## src/rtl/pbridge_pkg.sv

```systemverilog
// Shared types and constants for the peripheral bus bridge (state encoding,
// slot geometry, bus-error read pattern).
package pbridge_pkg;

    typedef enum logic [1:0] {
        IDLE    = 2'd0,
        ACCESS  = 2'd1,
        CAPTURE = 2'd2,
        DONE    = 2'd3
    } pbridge_state_e;

    localparam int          SLOT_ADDR_BITS = 11;
    localparam logic [31:0] BUSERR_RDATA   = 32'hDEAD_BEEF;

    // Width of a slot index; a single-slot build still carries one bit.
    function automatic int slot_w(input int nslots);
        return (nslots > 1) ? $clog2(nslots) : 1;
    endfunction

endpackage

```

## src/rtl/pbridge_addr_decode.sv

```systemverilog
// Combinational decode of a CPU byte address into a peripheral slot index
// and an in-window flag.
module pbridge_addr_decode
    import pbridge_pkg::*;
#(
    parameter int          NSLOTS    = 4,
    parameter logic [31:0] BASE_ADDR = 32'h8000_0000
) (
    input  logic [31:0]                cpu_addr,
    output logic [slot_w(NSLOTS)-1:0]  slot_idx,
    output logic                       in_range
);

    localparam int SLOT_W = slot_w(NSLOTS);
    localparam logic [31:0] WINDOW_BYTES = 32'(NSLOTS) << SLOT_ADDR_BITS;

    logic [31:0] offset_s;

    // Addresses below the base wrap to a huge offset and so fall out of range.
    always_comb begin
        offset_s = cpu_addr - BASE_ADDR;
        in_range = (offset_s < WINDOW_BYTES);
        slot_idx = offset_s[SLOT_ADDR_BITS +: SLOT_W];
    end

endmodule

```

## src/rtl/periph_bus_bridge.sv

```systemverilog
// Bridges one CPU load/store to a single-cycle peripheral slot access with a
// fixed 3-cycle latency. Define PBRIDGE_BUSERR_EN to flag unmapped accesses.
module periph_bus_bridge
    import pbridge_pkg::*;
#(
    parameter int          NSLOTS    = 4,
    parameter logic [31:0] BASE_ADDR = 32'h8000_0000
) (
    input  logic                      clk,
    input  logic                      rst,
    input  logic [31:0]               cpu_addr,
    input  logic [31:0]               cpu_wdata,
    input  logic                      cpu_rden,
    input  logic                      cpu_wren,
    output logic [31:0]               cpu_rdata,
    output logic                      cpu_ready,
    output logic                      cpu_err,
    output logic [SLOT_ADDR_BITS-1:0] periph_address,
    output logic [31:0]               periph_data,
    output logic                      periph_rden,
    output logic                      periph_wren,
    output logic [NSLOTS-1:0]         periph_clken,
    input  logic [NSLOTS*32-1:0]      periph_q
);

    localparam int SLOT_W = slot_w(NSLOTS);

`ifdef PBRIDGE_BUSERR_EN
    localparam logic        ERR_EN_P       = 1'b1;
    localparam logic [31:0] UNMAPPED_RDATA = BUSERR_RDATA;
`else
    localparam logic        ERR_EN_P       = 1'b0;
    localparam logic [31:0] UNMAPPED_RDATA = 32'h0000_0000;
`endif

    pbridge_state_e    state_r;
    logic [SLOT_W-1:0] slot_r;
    logic              mapped_r;
    logic              is_read_r;
    logic [NSLOTS-1:0] clken_r;

    logic [SLOT_W-1:0] dec_slot_s;
    logic              dec_in_range_s;
    logic [NSLOTS-1:0] onehot_s;
    logic [31:0]       q_sel_s;

    pbridge_addr_decode #(
        .NSLOTS    (NSLOTS),
        .BASE_ADDR (BASE_ADDR)
    ) u_decode (
        .cpu_addr  (cpu_addr),
        .slot_idx  (dec_slot_s),
        .in_range  (dec_in_range_s)
    );

    // One-hot slot enable for the request being accepted; empty when unmapped.
    always_comb begin
        onehot_s = {NSLOTS{1'b0}};
        for (int i = 0; i < NSLOTS; i++) begin
            onehot_s[i] = dec_in_range_s & (dec_slot_s == SLOT_W'(i));
        end
    end

    // Read-data mux selecting the latched slot's q.
    always_comb begin
        q_sel_s = 32'h0000_0000;
        for (int i = 0; i < NSLOTS; i++) begin
            q_sel_s = (slot_r == SLOT_W'(i)) ? periph_q[32*i +: 32] : q_sel_s;
        end
    end

    // Reset masks the slot enables immediately so an in-flight access never lands.
    assign periph_clken = clken_r & {NSLOTS{~rst}};

    // Access sequencer: IDLE -> ACCESS -> CAPTURE -> DONE, all outputs registered.
    always_ff @(posedge clk) begin
        if (rst) begin
            state_r        <= IDLE;
            slot_r         <= {SLOT_W{1'b0}};
            mapped_r       <= 1'b0;
            is_read_r      <= 1'b0;
            clken_r        <= {NSLOTS{1'b0}};
            periph_address <= {SLOT_ADDR_BITS{1'b0}};
            periph_data    <= 32'h0000_0000;
            periph_rden    <= 1'b0;
            periph_wren    <= 1'b0;
            cpu_rdata      <= 32'h0000_0000;
            cpu_ready      <= 1'b0;
            cpu_err        <= 1'b0;
        end else begin
            case (state_r)
                IDLE: begin
                    if (cpu_rden | cpu_wren) begin
                        // A simultaneous load and store is treated as a store.
                        periph_address <= cpu_addr[SLOT_ADDR_BITS-1:0];
                        periph_data    <= cpu_wdata;
                        periph_rden    <= cpu_rden & ~cpu_wren;
                        periph_wren    <= cpu_wren;
                        is_read_r      <= cpu_rden & ~cpu_wren;
                        clken_r        <= onehot_s;
                        slot_r         <= dec_slot_s;
                        mapped_r       <= dec_in_range_s;
                        state_r        <= ACCESS;
                    end
                end
                ACCESS: begin
                    periph_rden <= 1'b0;
                    periph_wren <= 1'b0;
                    clken_r     <= {NSLOTS{1'b0}};
                    state_r     <= CAPTURE;
                end
                CAPTURE: begin
                    if (is_read_r) begin
                        cpu_rdata <= mapped_r ? q_sel_s : UNMAPPED_RDATA;
                    end
                    cpu_ready <= 1'b1;
                    cpu_err   <= ERR_EN_P & ~mapped_r;
                    state_r   <= DONE;
                end
                DONE: begin
                    cpu_ready <= 1'b0;
                    cpu_err   <= 1'b0;
                    state_r   <= IDLE;
                end
                default: begin
                    periph_rden <= 1'b0;
                    periph_wren <= 1'b0;
                    clken_r     <= {NSLOTS{1'b0}};
                    cpu_ready   <= 1'b0;
                    cpu_err     <= 1'b0;
                    state_r     <= IDLE;
                end
            endcase
        end
    end

endmodule

```

## config.mk

```make
export PLATFORM = sky130hd
export DESIGN_NAME = periph_bus_bridge
export DESIGN_NICKNAME = d
export VERILOG_FILES = /design/src/rtl/pbridge_pkg.sv /design/src/rtl/pbridge_addr_decode.sv /design/src/rtl/periph_bus_bridge.sv
export SDC_FILE = /design/constraint.sdc
export NUM_CORES = 1
export LEC_CHECK = 0
export CAP_MARGIN = 15
export CORE_MARGIN = 2
export CORE_UTILIZATION = 35
export DETAILED_ROUTE_END_ITERATION = 8
export PLACE_DENSITY = 0.8
export SETUP_SLACK_MARGIN = 0.05
export SLEW_MARGIN = 30
export SYNTH_ARGS = -nofsm -noshare
export SYNTH_HDL_FRONTEND = slang
export SYNTH_SLANG_ARGS = --single-unit
```

## constraint.sdc

```tcl
create_clock -name clk -period 3.2 [get_ports clk]
set_input_delay 0.32 -clock clk [delete_from_list [all_inputs] [get_ports clk]]
set_output_delay 0.32 -clock clk [all_outputs]
set_load 0.1 [all_outputs]
```

==> metrics.txt <==
WP data required 2.88 ns; # hold bufs at CTS 0; cts bufs inserted 9; # fillers 867; outcome finished, final reports clean; DRT iter0 DRCs 180; final setup violating endpoints 0; Total GRT Usage 22.8%; Area Growth Syn to Fin 76.8%; fin crit period 2.23 ns; max incr delay on CP 1.16 ns; crit-path cells clkdlybuf4s50_1; pre-CTS WS 0.994 ns; Top Family by Delay on Critical Path buffers and inverters; die height 110 um; Ys Warns 0; Crit-path slowest cell clkdlybuf4s50_1; worst hold slack 0.429 ns; design area 6940 sq um; final worst slack 0.971 ns; post-CTS setup buffers 0; antenna violations before repair 0; Placed Area 6760 sq um; full die area 12100 sq um; Resize count post-CTS 0; mapped cell area 3920 sq um; syn avg cell area 10.4 sq um; vias in the first global route 4007; critical path arrival 1.91 ns; Sink Count 88; Hold Path Class primary input to flip-flop; min-delay src rst; reg2reg end periph_address[6]$_SDFFE_PP0P_; Register-to-Register Path Depth 6; Fmax 449 MHz; Max FO, Critical Path 2; DR WL/cell 18.1 um; Syn Inst Count 378; GRT Residual Overflow 0; Max Cap Violations 0; relative slew slack 32.0%; Final Hold Fails 0; Leak Pwr 0.00251 uW; routed vias 4040; PD cells 652 nW/um^2; share of cells above drive strength 1 10.4%; synthesized flop and latch total 88; Cell Rows 38; Post-layout nets 843; Hold Path Depth 2; Die Wd 110 um; CP Buf/Inv Count 1; clk_skew 0.0120 ns; first-pass GRT wire length 20.7 mm; Post-Syn Nets 579; root buf cell clkbuf_8; htree depth 3; RSZ-0062 raised after global routing no; Final Wtd Congestion 0.788; Final period util 69.6%; clk slew on worst S/H paths 0.10 ns; Port Buf Inserts 277; worst IR drop on VDD 597 uV; R2R setup slack 1.28 ns; DRT Pass-1 Iters 4; worst slew pin tran 1.02 ns; WS Path Type flip-flop to primary output; crit path launch type flip-flop; Routed WL 14.3 mm; Antenna Cells 0; post-synthesis sequential area ratio 44.9%; num ports 279; core box area 10900 sq um; Initial Util 36.0%; final setup TNS 0 ns; HPWL Detailed 11.3 mm; Antenna Violating Nets Remaining 0; Remaining DRCs 0; Netlist cell types 35; Worst setup EP type primary output; Reg2Reg Launch Point state_r[0]$_SDFFE_PP0P_; CTS tree built; Hold Path End periph_data[0]$_SDFFE_PP0P_; Clock Latency Late Sink 0.36 ns; DR vias/cell 5.13; CTS max path bufs 2; fin. max-slew vios 0; largest net degree at the start of global routing 38
-- cell usage in the layout (no fill, tap or decap), types with 3 or more instances in the layout --
master / netlist / final
o21ai_0: 11 / 10
nand4_1: 4 / 4
mux4_1: 3 / 3
nor2b_1: 4 / 4
dfxtp_1: 88 / 87
buf_4: 1 / 13
inv_6: 0 / 3
mux4_2: 29 / 29
a22o_1: 32 / 32
nand2_1: 91 / 91
clkdlybuf4s50_1: 0 / 270
nor2_1: 3 / 3
nor3_1: 3 / 3
a21oi_1: 49 / 48
nor4_1: 3 / 3
clkbuf_8: 0 / 9
ha_1: 5 / 5
buf_2: 15 / 3
-- where the power goes --
group	internal [uW]	switching [uW]	total, uW
combinational	800	1600	2400
clock	300	439	740
sequential	1260	131	1390
total	2360	2170	4520
-- per-stage QoR --
stage	std cells	total power [uW]	utilization, %
after CTS	787	4570	63.8
after detailed placement	771	3820	62.1
after global routing	787	4750	63.7
after floorplan	378	3130	-
final	787	4520	63.7
after global placement	771	3780	62.1
-- worst max-delay path by stage --
stage	depth (start not counted)	start	endpoint
2_1_floorplan	4	rst	clken_r[0]$_SDFFE_PP0P_
3_5_place_dp	5	cpu_rden	periph_address[6]$_SDFFE_PP0P_
5_1_grt	1	periph_data[27]$_SDFFE_PP0P_	periph_data[27]
3_3_place_gp	5	cpu_rden	periph_data[24]$_SDFFE_PP0P_
6_report	1	periph_data[27]$_SDFFE_PP0P_	periph_data[27]
4_1_cts	1	periph_data[27]$_SDFFE_PP0P_	periph_data[27]
-- worst register-to-register path: cells and delay by family, from the launching register on --
family | cells | cell delay [ns]
DFF | 1 | 0.34
buffers and inverters | 2 | 0.48
AOI/OAI and AO/OA | 2 | 0.61
adders and majority gates | 1 | 0.34
and+or+nand+nor | 1 | 0.10
-- cells by family after synthesis --
group,share of synthesized area (%)
mux,18.9
compound gates,15.6
simple gates,14.2
other cells,0.0956
flops,44.9
fa+ha+maj,1.59
buf+inv,4.72
-- flip-flops by register name, summed over array words and instances (netlist names), 2 cells and up --
signal,cells
clken_r,4
periph_address,11
slot_r,2
periph_data,32
cpu_rdata,32
state_r,2
-- cell type report --
class | instances | area [sq um] | share of cell area (%)
clock buffer | 9 | 124 | 1.79
timing repair buffer | 286 | 2820 | 40.6
inverter | 2 | 7.51 | 0.108
multi-input combinational | 255 | 1990 | 28.7
clock inverter | 7 | 61.3 | 0.884
sequential | 88 | 1760 | 25.4
tap | 140 | 175 | 2.52
-- layer usage --
layer	track usage, %	wire, um
met5	0	0
met4	6.96	265
met3	8.30	1430
met2	41.7	7430
met1	24.1	5150
-- synthesized netlist by cell type --
cell,instances,area share (%)
a211oi_1,2,0.38
a21oi_1,49,6.3
a22o_1,32,7.1
and4b_1,1,0.26
buf_1,1,0.096
buf_2,15,1.9
buf_4,1,0.19
buf_6,4,1.1
clkbuf_1,11,1.1
clkbuf_2,1,0.13
conb_1,1,0.096
dfxtp_1,88,45
ha_1,5,1.6
inv_1,2,0.19
mux2i_1,1,0.26
mux4_1,3,2.0
mux4_2,29,17
nand2_1,91,8.7
nand3_1,1,0.13
nand3b_1,2,0.38
nand4_1,4,0.64
nand4bb_1,1,0.29
nor2_1,3,0.29
nor2b_1,4,0.64
nor3_1,3,0.38
nor3b_2,1,0.32
nor4_1,3,0.48
nor4_2,1,0.32
nor4b_1,2,0.45
nor4b_2,1,0.38
nor4bb_1,1,0.26
o21a_1,1,0.19
o21ai_0,11,1.4
o41ai_1,1,0.22
or4bb_1,1,0.29
Note: power is estimated with default switching activity, not from simulation.
